`src/rtl/gray_angle_bcd_seq.sv`:
```
// Absolute rotary encoder front end: sync + debounce a Gray position, convert to binary,
// degrees and 3 BCD digits. Optional direction/turn tracking with `define GRAY_DIR_EN.
module gray_angle_bcd_seq #(
  parameter int unsigned POS_W      = 3,
  parameter int unsigned STABLE_CYC = 4
) (
  input  logic                    clk,
  input  logic                    rst,
  input  logic [POS_W-1:0]        gray_in,
  output logic [POS_W-1:0]        pos_bin,
  output logic [8:0]              degrees,
  output logic [3:0]              bcd_hund,
  output logic [3:0]              bcd_tens,
  output logic [3:0]              bcd_ones,
  output logic                    valid,
  output logic                    busy
`ifdef GRAY_DIR_EN
  ,
  output logic                    dir,
  output logic                    step_err,
  output logic signed [7:0]       turns
`endif
);

  localparam int unsigned ProdW = POS_W + 9;

  typedef enum logic [1:0] {StIdle, StLoad, StConv, StDone} state_e;

  state_e state_q, state_d;

  logic [POS_W-1:0] sync1_q, sync2_q, cand_q, acc_q;
  logic [7:0]       cnt_q;
  logic             pending_q;
  logic             accept;

  logic [POS_W-1:0] acc_bin;
  logic [8:0]       angle;

  // Double-dabble register: [20:9] BCD digits, [8:0] binary being shifted out.
  logic [20:0]      sh_q, sh_adj, sh_next;
  logic [3:0]       conv_cnt_q;
  logic [POS_W-1:0] pos_lat_q;
  logic [8:0]       deg_lat_q;

  logic [POS_W-1:0] pos_q;
  logic [8:0]       deg_q;
  logic [3:0]       hund_q, tens_q, ones_q;

  assign accept = (cand_q != acc_q) && (cnt_q == 8'(STABLE_CYC));

  always_comb begin
    acc_bin = '0;
    for (int i = 0; i < int'(POS_W); i++) begin
      acc_bin[i] = ^(acc_q >> i);
    end
  end

  assign angle = 9'(({9'd0, acc_bin} * ProdW'(360)) >> POS_W);

  always_comb begin
    sh_adj = sh_q;
    for (int k = 0; k < 3; k++) begin
      if (sh_q[9+4*k +: 4] >= 4'd5) begin
        sh_adj[9+4*k +: 4] = sh_q[9+4*k +: 4] + 4'd3;
      end
    end
    sh_next = {sh_adj[19:0], 1'b0};
  end

  always_comb begin
    state_d = state_q;
    valid   = (state_q == StDone);
    busy    = (state_q != StIdle);
    unique case (state_q)
      StIdle:  if (pending_q) state_d = StLoad;
      StLoad:  state_d = StConv;
      StConv:  if (conv_cnt_q == 4'd8) state_d = StDone;
      StDone:  state_d = StIdle;
      default: state_d = StIdle;
    endcase
  end

  always_ff @(posedge clk) begin
    if (rst) begin
      state_q   <= StIdle;
      sync1_q   <= '0;
      sync2_q   <= '0;
      cand_q    <= '0;
      acc_q     <= '0;
      cnt_q     <= '0;
      pending_q <= 1'b0;
    end else begin
      state_q <= state_d;
      sync1_q <= gray_in;
      sync2_q <= sync1_q;
      if (sync2_q != cand_q) begin
        cand_q <= sync2_q;
        cnt_q  <= 8'd1;
      end else if ((cand_q != acc_q) && (cnt_q < 8'(STABLE_CYC))) begin
        cnt_q <= cnt_q + 8'd1;
      end
      if (accept) acc_q <= cand_q;
      // An acceptance coinciding with the IDLE hand-off is folded into that LOAD.
      if ((state_q == StIdle) && pending_q) begin
        pending_q <= 1'b0;
      end else if (accept) begin
        pending_q <= 1'b1;
      end
    end
  end

  always_ff @(posedge clk) begin
    if (rst) begin
      sh_q       <= '0;
      conv_cnt_q <= '0;
      pos_lat_q  <= '0;
      deg_lat_q  <= '0;
      pos_q      <= '0;
      deg_q      <= '0;
      hund_q     <= '0;
      tens_q     <= '0;
      ones_q     <= '0;
    end else begin
      if (state_q == StLoad) begin
        sh_q       <= {12'd0, angle};
        pos_lat_q  <= acc_bin;
        deg_lat_q  <= angle;
        conv_cnt_q <= '0;
      end else if (state_q == StConv) begin
        sh_q       <= sh_next;
        conv_cnt_q <= conv_cnt_q + 4'd1;
        // Results land on the edge into DONE so they are visible with valid.
        if (conv_cnt_q == 4'd8) begin
          pos_q  <= pos_lat_q;
          deg_q  <= deg_lat_q;
          hund_q <= sh_next[20:17];
          tens_q <= sh_next[16:13];
          ones_q <= sh_next[12:9];
        end
      end
    end
  end

  assign pos_bin  = pos_q;
  assign degrees  = deg_q;
  assign bcd_hund = hund_q;
  assign bcd_tens = tens_q;
  assign bcd_ones = ones_q;

`ifdef GRAY_DIR_EN
  logic              dir_q, step_err_q;
  logic signed [7:0] turns_q;
  logic [POS_W-1:0]  delta;

  assign delta = pos_lat_q - pos_q;

  always_ff @(posedge clk) begin
    if (rst) begin
      dir_q      <= 1'b0;
      step_err_q <= 1'b0;
      turns_q    <= '0;
    end else if ((state_q == StConv) && (conv_cnt_q == 4'd8)) begin
      if (delta == POS_W'(1)) begin
        dir_q      <= 1'b1;
        step_err_q <= 1'b0;
      end else if (delta == '1) begin
        dir_q      <= 1'b0;
        step_err_q <= 1'b0;
      end else if (delta == '0) begin
        step_err_q <= 1'b0;
      end else begin
        step_err_q <= 1'b1;
      end
      if ((pos_q == '1) && (pos_lat_q == '0) && (turns_q != 8'sd127)) begin
        turns_q <= turns_q + 8'sd1;
      end else if ((pos_q == '0) && (pos_lat_q == '1) && (turns_q != -8'sd128)) begin
        turns_q <= turns_q - 8'sd1;
      end
    end
  end

  assign dir      = dir_q;
  assign step_err = step_err_q;
  assign turns    = turns_q;
`endif

endmodule

```
`config.mk`:
```
export PLATFORM = sky130hd
export DESIGN_NAME = gray_angle_bcd_seq
export DESIGN_NICKNAME = d
export VERILOG_FILES = /design/src/rtl/gray_angle_bcd_seq.sv
export SDC_FILE = /design/constraint.sdc
export NUM_CORES = 1
export LEC_CHECK = 0
export BUFFER_PORTS_ARGS = -buffer_cell sky130_fd_sc_hd__buf_2
export CAP_MARGIN = 20
export CORE_MARGIN = 8
export CORE_UTILIZATION = 35
export CTS_CLUSTER_SIZE = 28
export DETAILED_ROUTE_END_ITERATION = 10
export GPL_ROUTABILITY_DRIVEN = 0
export HOLD_SLACK_MARGIN = 0.05
export PLACE_DENSITY = 0.56
export SETUP_SLACK_MARGIN = 0.3
export SLEW_MARGIN = 20
export SYNTH_ARGS = -nofsm -noshare
export SYNTH_HDL_FRONTEND = slang
export SYNTH_SLANG_ARGS = --single-unit
```
`constraint.sdc`:
```
create_clock -name clk -period 2.75 [get_ports clk]
set_clock_uncertainty 0.2 [all_clocks]
set_input_delay 0.825 -clock clk [delete_from_list [all_inputs] [get_ports clk]]
set_output_delay 0.825 -clock clk [all_outputs]
set_load 0.005 [all_outputs]
```
==> results.yml, run 1 <==
sta:
  rsz0062_at_grt: "true"
  max_freq_mhz: 418.0
  slew_headroom_pct: 62.97
  post-route-period-util_pct: 87.00
  hold_viol: 0
  setup-tns-final_ns: 0
  report.final.setup_viol: 0
  period_needed_ns: 2.393
  fin_hold_ws_ns: 0.2388
  worst_pin_slew_ns: 0.5554
  drv_slew: 0
synthesis:
  synth_cell_types: 36
  synth_top_family_by_area: "simple AND/OR/NAND/NOR gates"
  synth.cells.most_frequent: "dfxtp_1 (80), nand2_1 (49), nor2_1 (47), a21oi_1 (32), mux2i_1 (28)"
  yosys.area.top_type: "dfxtp_1"
  synth_top_area_share_pct: 45.75
  synth-edff-count: 0
  post-synth-top-count-cell: "dfxtp_1"
  synth_area_leaders: "dfxtp_1 (46%), mux2i_1 (8.0%), ha_1 (7.9%)"
  synth_xor_area_share_pct: 3.503
  synth_fp_nets: 414
  postSynthCellCount: 387
  avgSynthCellArea_um2: 9.046
  synth_compound_area_share_pct: 10.44
  async_flop_share_pct: 0
  synthAdderAreaFrac_pct: 7.863
  ys_warn_count: 0
  synth-simple-area-share_pct: 19.37
  synthMuxAreaShare_pct: 8.327
  synth_flop_cell: "dfxtp_1"
  ys_seq_area_share_pct: 45.75
  synth_area_mm2: 0.003501
  ys_ff_latch: 80
floorplan:
  core_area_mm2: 0.009729
  die_w_um: 116.0
  io_pins: 31
  start_util_pct: 35.98
  die-area_mm2: 0.01346
  dieHeight_um: 116.0
  row_count: 36
worst_setup_path:
  crit_path_end_kind: "register"
  cp_data_arrival_time_ns: 2.45
  required_ns: 2.80
  reg2reg_to: "deg_lat_q[7]$_SDFFE_PP0P_"
  r2r_slack_ns: 0.36
  worstSetupPathType: "register to register"
  ff2ff_path_depth: 11
  critical_path.max_fanout: 2
  worst_setup_path_start_kind: "register"
  reg2reg_from: "acc_q[1]$_SDFFE_PP0P_"
route:
  vias: 2623
  wl_per_cell_um: 12.30
  routed_wl_um: 6863
  dr.pass1.iters: 4
  vias_per_cell: 4.701
  drt_iter0_drc: 62
  postRouteAntennaNets: 0
  drc: 0
min_path:
  holdPathEnd: "sync2_q[2]$_SDFF_PP0_"
  worstHoldPathCells: 1
  min_path_type: "register to register"
  holdCritStartpoint: "sync1_q[2]$_SDFF_PP0_"
global_routing:
  grt_pass1_vias: 2565
  grt_max_degree: 30
  globalRouteTotalUtil_pct: 11.26
  antenna_found_initial: 0
  gr-total-overflow: 0
  grt_pass1_wl_um: 12020
clock_network:
  clk_pin_slew_ns: 0.08
  cts-root-buf: "clkbuf_8"
  htreeDepth: 3
  clk_latency_ns: 0.35
  hold_buffers: 0
  numCtsBuffers: 9
  cts_max_path_buffers: 2
  cts_tree: "yes"
  clkSinkCount: 80
pwr:
  powerDensity_mw_per_mm2: 654.4
  p_leak_nw: 1.675
  irDropWorstVdd_mv: 0.3624
place:
  hpwl_um: 4650
  port_buffers: 30
final_layout:
  syn2layout_area_growth_pct: 17.41
  drive_above_1_share_pct: 17.88
  antenna_cells: 0
  final_nets: 448
run_status:
  status: "finished clean"
flow_run:
  drv_cap: 0
-- worst max-delay path: stages (launching register included) --
cell and delay (ns):
dfxtp_4 0.36, ha_4 0.27, inv_2 0.04, ha_4 0.27, inv_4 0.04, ha_4 0.24
ha_4 0.16, ha_4 0.15, a21o_1 0.15, a31oi_1 0.16, o41ai_2 0.10, a21o_1 0.16
-- layout make-up --
cell class,count,area [µm²]
Fill cell,1001,5619
Multi-Input combinational cell,268,1815
Sequential cell,80,1609
Timing Repair Buffer,44,255.2
Tap cell,133,166.4
Clock buffer,10,137.6
Inverter,18,70.07
Clock inverter,5,56.30
-- what timing repair did --
item | in CTS | in global routing
setup endpoints to repair | 2 | 2
pin swaps | 8 | 2
buffers inserted | 5 | 0
resized for setup | 13 | 2
-- routing by layer --
layer,routed length (µm),global-route usage (%)
met1,3308,13.59
met2,3160,18.15
met3,280,3.648
met4,114,4.408
met5,0,0
-- through the flow --
| stage | cells | power (mW) | instance area (µm²) | setup slack, ns | util (%) |
|---|---|---|---|---|---|
| 3_3_place_gp | 538 | 1.841 | 3801 | 0.2081 | 39.07 |
| 2_1_floorplan | 387 | 1.738 | 3516 | 0.3021 | - |
| 4_1_cts | 558 | 2.733 | 4110 | 0.2608 | 42.25 |
| 3_5_place_dp | 538 | 1.850 | 3801 | 0.08837 | 39.07 |
| 5_1_grt | 558 | 2.867 | 4110 | 0.2762 | 42.25 |
| 6_report | 558 | 2.690 | 4110 | 0.3575 | 42.25 |
-- how the worst max path moves through the flow --
stage,startpoint,endpoint,slack (ns),cells past startpoint
after detailed placement,acc_q[1]$_SDFFE_PP0P_,sh_q[7]$_SDFFE_PP0P_,0.09,11
after global placement,acc_q[1]$_SDFFE_PP0P_,sh_q[7]$_SDFFE_PP0P_,0.21,11
after global routing,acc_q[1]$_SDFFE_PP0P_,sh_q[7]$_SDFFE_PP0P_,0.28,11
final,acc_q[1]$_SDFFE_PP0P_,deg_lat_q[7]$_SDFFE_PP0P_,0.36,11
after floorplan,acc_q[1]$_SDFFE_PP0P_,sh_q[7]$_SDFFE_PP0P_,0.30,11
after CTS,acc_q[1]$_SDFFE_PP0P_,sh_q[7]$_SDFFE_PP0P_,0.26,11
-- sequential cells by signal, summed over array words and instances (netlist names), 4 cells and up --
| name | count |
|---|---|
| deg_lat_q | 7 |
| degrees | 7 |
| bcd_tens | 4 |
| bcd_ones | 4 |
| bcd_hund | 4 |
| sh_q | 21 |
| conv_cnt_q | 4 |
| cnt_q | 8 |
-- where the power goes --
part | internal [mW] | total, mW | switching [mW]
combinational | 0.213 | 0.526 | 0.313
sequential | 1.24 | 1.29 | 0.0507
clock | 0.439 | 0.873 | 0.433
total | 1.89 | 2.69 | 0.797
-- cell usage in the layout, fill, tap and decap left out, types with 2 or more instances in the layout --
cell type / n
a211oi_1: 11
a21o_1: 4
a21oi_1: 32
a311oi_1: 3
and2_1: 6
buf_2: 30
buf_4: 14
clkbuf_8: 10
clkinv_2: 2
dfxtp_1: 78
dfxtp_4: 2
ha_1: 16
ha_4: 6
inv_1: 15
inv_2: 2
mux2i_1: 28
nand2_1: 49
nand2b_1: 5
nand3_1: 5
nand3b_1: 2
nor2_1: 47
nor2b_1: 14
nor3_1: 5
nor3b_1: 2
o21ai_0: 6
xnor2_1: 5
xor2_1: 9
-- cells by family after synthesis --
| kind of cell | count (synthesis) |
|---|---|
| compound gates | 61 |
| xor+xnor | 14 |
| fa+ha+maj | 22 |
| buf+inv | 39 |
| flops | 80 |
| mux | 29 |
| simple gates | 142 |
Power figures use the tool's default switching activity.
==> run 2: changes to the inputs <==
Settings changed: CORE_UTILIZATION 35 to 40, PLACE_DENSITY 0.56 to 0.62.
==> run 2 against run 1 <==
Compared with the run above: clock power shrank 3.6%; die area shrank 11%; power shrank 1.1%; worst setup slack lost 0.040 ns; register-to-register slack lost 0.04 ns; critical path depth is the same; maximum frequency shrank 1.7%; final area shrank 1.1%; wire length shrank 1.9%; via count shrank 2.2%; flip-flop and latch count is the same; largest cell class unchanged; highest routed layer unchanged.
==> results.yml, run 2 (same netlist as run 1, synthesis figures left out) <==
final_layout:
  layout_commonest_cell: "dfxtp_1"
  regMostFlops: "sh_q"
  drive_above_1_share_pct: 17.49
  syn2layout_area_growth_pct: 16.12
  stdcell_count: 531
  antenna_cells: 0
  reg.largest.list: "sh_q: 21 flops, cnt_q: 8 flops"
  layout_common_cells: "dfxtp_1 (77), nand2_1 (49), nor2_1 (47)"
  nFillCells: 813
  final_nets: 446
  largest_reg_flops: 21
global_routing:
  gr-total-overflow: 0
  grt_pass1_vias: 2585
  grt_max_degree: 25
  grt_pass1_wl_um: 11770
  globalRouteTotalUtil_pct: 12.23
  antenna_found_initial: 0
worst_setup_path:
  path_buf_inv: 2
  worst_path_most_repeated_cell: "ha_4"
  required_ns: 2.78
  cp_top_family: "adder cells"
  max_stage_delay_ns: 0.35
  cp_data_arrival_time_ns: 2.47
  critical_path.max_fanout: 2
  worstSetupPathType: "register to register"
  crit_path_end_kind: "register"
  worst_setup_path_start_kind: "register"
  crit_slowest_cell: "dfxtp_4"
  path_cells: "ha_4, inv_2, ha_4, inv_4, ha_4, ha_4, ha_4, a21o_1, a31oi_2, o41ai_2, o22a_1"
floorplan:
  die_w_um: 109.6
  row_count: 34
  dieHeight_um: 109.6
  core_area_mm2: 0.008593
  io_pins: 31
  start_util_pct: 40.74
  die-area_mm2: 0.01200
sta:
  rsz0062_at_grt: "true"
  post-route-period-util_pct: 88.47
  setup-tns-final_ns: 0
  max_freq_mhz: 411.0
  worst_pin_slew_ns: 0.6110
  slew_headroom_pct: 59.27
  report.final.setup_viol: 0
  period_needed_ns: 2.433
  drv_slew: 0
  hold_viol: 0
route:
  wl_met1_um: 3127
  dr.pass1.iters: 4
  drt_iter0_drc: 126
  routed_wl_um: 6736
  vias_per_cell: 4.832
  vias: 2566
  wl_per_cell_um: 12.69
  routed.top_layer: "met4"
  met2WireLength_um: 3203
  postRouteAntennaNets: 0
  met3_wirelength_um: 298
  drc: 0
place:
  port_buffers: 30
  hpwl_um: 4519
  dp.cells: 512
clock_network:
  cts_tree: "yes"
  clk_pin_slew_ns: 0.08
  hold_buffers: 0
  cts-root-buf: "clkbuf_8"
  cts_max_path_buffers: 2
  numCtsBuffers: 9
  htreeDepth: 3
  clk_latency_ns: 0.35
  clkSinkCount: 80
pwr:
  p_leak_nw: 1.657
  p_int_mw: 1.890
  powerDensity_mw_per_mm2: 654.4
  pwr-share-clk_pct: 31.7
  irDropWorstVdd_mv: 0.2699
  sequentialPowerShare_pct: 48.6
  p_switching_mw: 0.7702
  pwr-share-comb_pct: 19.7
  swShare_pct: 28.95
run_status:
  status: "finished clean"
min_path:
  min_path_type: "register to register"
flow_run:
  drv_cap: 0
==> run 2: cell types whose count changed in the layout (fill, tap and decap cells not counted) <==
cell,delta
buf_4,-2
clkbuf_1,+2
a31oi_1,-1
a31oi_2,+1
clkinv_2,-1
dfxtp_1,-1
dfxtp_2,+1
inv_6,-1
==> run 2: metal layers <==
| metal | vias to the layer above | GRT usage, % |
|---|---|---|
| met5 | - | 0 |
| met4 | 0 | 4.918 |
| met3 | 10 | 3.751 |
| met2 | 28 | 20.71 |
| met1 | 1177 | 14.09 |
| li1 | 1351 | - |
==> run 2: power groups by stage <==
stage | Sequential [mW] | Clock [mW] | Combinational (mW)
2_1_floorplan | 1.31 | 0 | 0.431
3_3_place_gp | 1.32 | 0 | 0.517
3_5_place_dp | 1.32 | 0 | 0.525
4_1_cts | 1.29 | 0.869 | 0.527
5_1_grt | 1.30 | 0.914 | 0.581
6_report | 1.29 | 0.842 | 0.525
==> run 2: cell type report <==
cell class / count / area [µm²] / area share [%]
inverters: 18 / 70.07 / 1.724
flip-flops and latches: 80 / 1610 / 39.61
well taps: 108 / 135.1 / 3.324
multi-input cells: 268 / 1822 / 44.81
clock buffers: 12 / 145.1 / 3.570
repair buffers: 42 / 240.2 / 5.909
clock inverters: 3 / 42.54 / 1.046
==> run 2: timing repair <==
item | in CTS | in global routing
setup buffers | 4 | 0
gates resized for setup | 12 | 5
endpoints found under the setup margin | 2 | 2
hold endpoints to repair | 0 | 0
pin swaps | 8 | 8
==> run 2: worst paths after layout <==
| kind | start | endpoint | slack, ns | depth (start not counted) |
|---|---|---|---|---|
| max | acc_q[0]$_SDFFE_PP0P_ | sh_q[7]$_SDFFE_PP0P_ | 0.32 | 11 |
| min | sync1_q[2]$_SDFF_PP0_ | sync2_q[2]$_SDFF_PP0_ | 0.24 | 1 |
| max reg2reg | acc_q[0]$_SDFFE_PP0P_ | sh_q[7]$_SDFFE_PP0P_ | 0.32 | 11 |
| min reg2reg | sync1_q[2]$_SDFF_PP0_ | sync2_q[2]$_SDFF_PP0_ | 0.24 | 1 |
==> run 2: through the flow <==
stage / util, % / instance area [µm²] / setup slack, ns / hold WS [ns] / total power, mW
3_3_place_gp: 43.78 / 3762 / 0.2211 / 0.2252 / 1.835
6_report: 47.31 / 4065 / 0.3171 / 0.2384 / 2.660
4_1_cts: 47.07 / 4045 / 0.2337 / 0.2466 / 2.689
2_1_floorplan: - / 3516 / 0.3021 / 0.2138 / 1.738
3_5_place_dp: 43.78 / 3762 / 0.1455 / 0.2297 / 1.846
5_1_grt: 47.31 / 4065 / 0.2813 / 0.2517 / 2.798
==> run 3: changes to the inputs <==
Settings changed: ABC_AREA from default to 1.
==> run 3 against run 2 <==
Compared with the run above: hold slack got worse by 0.034 ns; flip-flop and latch count did not move; first-iteration DRC count fell by 34%; register-to-register slack improved by 0.10 ns; worst setup slack improved by 0.10 ns; clock power rose by 14%; largest power group unchanged; highest routed layer unchanged.
==> results.yml, run 3 <==
route:
  drt_iter0_drc: 83
  vias: 2784
  routed_wl_um: 7029
  vias_per_cell: 4.671
  postRouteAntennaNets: 0
  wl_per_cell_um: 11.79
  dr.pass1.iters: 4
  drc: 0
synthesis:
  synth_flop_cell: "dfxtp_1"
  synth_top_area_share_pct: 45.94
  synth_area_leaders: "dfxtp_1 (46%), o21ai_0 (8.0%), ha_1 (7.9%)"
  ys_ff_latch: 80
  ys_seq_area_share_pct: 45.94
  synth.cells.most_frequent: "dfxtp_1 (80), inv_1 (70), nor2_1 (61), nand2_1 (59), o21ai_0 (56)"
  synth_area_mm2: 0.003486
  synth_cell_types: 25
  post-synth-top-count-cell: "dfxtp_1"
  async_flop_share_pct: 0
  avgSynthCellArea_um2: 7.661
  yosys.area.top_type: "dfxtp_1"
  postSynthCellCount: 455
  ys_warn_count: 0
  synth-edff-count: 0
  synth_fp_nets: 482
sta:
  drv_slew: 0
  post-route-period-util_pct: 84.74
  report.final.setup_viol: 0
  hold_viol: 0
  slew_headroom_pct: 47.79
  fin_hold_ws_ns: 0.2049
  period_needed_ns: 2.330
  worst_pin_slew_ns: 0.7823
  max_freq_mhz: 429.1
  setup-tns-final_ns: 0
  rsz0062_at_grt: "false"
pwr:
  finalPower_mw: 2.987
  p_int_mw: 2.070
  powerDensity_mw_per_mm2: 749.0
  sequentialPowerShare_pct: 45.3
  p_switching_mw: 0.9167
  p_leak_nw: 1.852
  pwr-share-comb_pct: 22.6
  swShare_pct: 30.69
  pwr-share-clk_pct: 32.1
  irDropWorstVdd_mv: 0.3195
clock_network:
  clk_latency_ns: 0.36
  cts_tree: "yes"
  numCtsBuffers: 9
  cts_max_path_buffers: 2
  htreeDepth: 3
  cts-root-buf: "clkbuf_8"
  hold_buffers: 0
  clk_pin_slew_ns: 0.08
  clkSinkCount: 80
final_layout:
  syn2layout_area_growth_pct: 14.39
  layout_common_cells: "dfxtp_1 (77), inv_1 (69), nor2_1 (61)"
  drive_above_1_share_pct: 14.34
  largest_reg_flops: 21
  final_nets: 511
  antenna_cells: 0
  reg.largest.list: "sh_q: 21 flops, cnt_q: 8 flops"
  layout_commonest_cell: "dfxtp_1"
  stdcell_count: 596
  regMostFlops: "sh_q"
global_routing:
  globalRouteTotalUtil_pct: 12.63
  antenna_found_initial: 0
  grt_pass1_vias: 2631
  gr-total-overflow: 0
  grt_pass1_wl_um: 11970
  grt_max_degree: 29
floorplan:
  io_pins: 31
  start_util_pct: 40.56
  core_area_mm2: 0.008593
  die-area_mm2: 0.01196
  dieHeight_um: 109.4
  die_w_um: 109.4
  row_count: 34
place:
  port_buffers: 30
  hpwl_um: 5017
  dp.cells: 580
flow_run:
  drv_cap: 0
worst_setup_path:
  cp_top_family: "adder cells"
  path_buf_inv: 3
  critical_path.max_fanout: 3
  cp_data_arrival_time_ns: 2.42
  max_stage_delay_ns: 0.36
  required_ns: 2.84
  crit_slowest_cell: "dfxtp_4"
  worstSetupPathType: "register to register"
  crit_path_end_kind: "register"
  worst_setup_path_start_kind: "register"
  path_cells: "ha_4, inv_1, ha_4, inv_2, ha_4, ha_1, ha_1, inv_1, nand2_1, nand2_2, nand2_1, nand2_1, nand3_2, o21ai_1"
run_status:
  status: "finished clean"
min_path:
  min_path_type: "register to register"
run 3: cell families (layout without fill, tap and decap cells):
| group | after synthesis | after routing | synth area share [%] |
|---|---|---|---|
| adder cells (fa/ha/maj) | 22 | 22 | 7.897 |
| flip-flops | 80 | 80 | 45.94 |
| AO/OA/AOI/OAI | 112 | 112 | 16.40 |
| XOR/XNOR | 9 | 9 | 2.261 |
| buffers and inverters | 91 | 124 | 11.09 |
| AND/OR/NAND/NOR | 141 | 141 | 16.40 |
run 3: per-layer routing:
metal	GRT usage, %	share of wire, %	up-vias
met2	22.01	48	28
met3	4.045	3.9	10
met4	4.339	1.3	0
li1	-	-	1488
met5	0	0	-
met1	14.21	47	1258
run 3: power groups by stage:
stage	Sequential (mW)	Clock (mW)	Combinational, mW
floorplan	1.36	0	0.521
detailed placement	1.38	0	0.675
global route	1.37	1.03	0.796
global placement	1.38	0	0.649
CTS	1.35	0.988	0.678
finish	1.35	0.958	0.675
run 3: cell type report:
cell class,count,area [µm²]
inverters,72,275.3
well taps,108,135.1
multi-input cells,284,1546
clock buffers,12,155.1
repair buffers,37,202.7
fillers,868,4606
flip-flops and latches,80,1608
clock inverters,3,65.06
run 3: worst min-delay path, stage by stage, from the launching register on:
cell and delay (ns):
dfxtp_1 0.30, inv_1 0.04, nor2_1 0.03
run 3: final timing paths:
kind	startpoint	end	slack, ns	cells past startpoint
worst max-delay path	acc_q[0]$_SDFFE_PP0P_	deg_lat_q[7]$_SDFFE_PP0P_	0.42	14
worst min-delay path	sync1_q[1]$_SDFF_PP0_	sync2_q[1]$_SDFF_PP0_	0.20	2
worst max register to register	acc_q[0]$_SDFFE_PP0P_	deg_lat_q[7]$_SDFFE_PP0P_	0.42	14
worst min register to register	sync1_q[1]$_SDFF_PP0_	sync2_q[1]$_SDFF_PP0_	0.20	2
run 3: per-stage QoR:
stage | cell area (µm²) | worst slack, ns | util (%)
global route | 3988 | 0.3048 | 46.40
detailed placement | 3705 | 0.3153 | 43.11
global placement | 3705 | 0.3911 | 43.11
CTS | 3925 | 0.3052 | 45.68
finish | 3988 | 0.4197 | 46.40
floorplan | 3486 | 0.4797 | -
run 3: what timing repair did:
item / in CTS / in global routing
resized for setup: 0 / 11
buffers inserted: 0 / 1
hold endpoints to repair: 0 / 0
setup endpoints to repair: 0 / 2
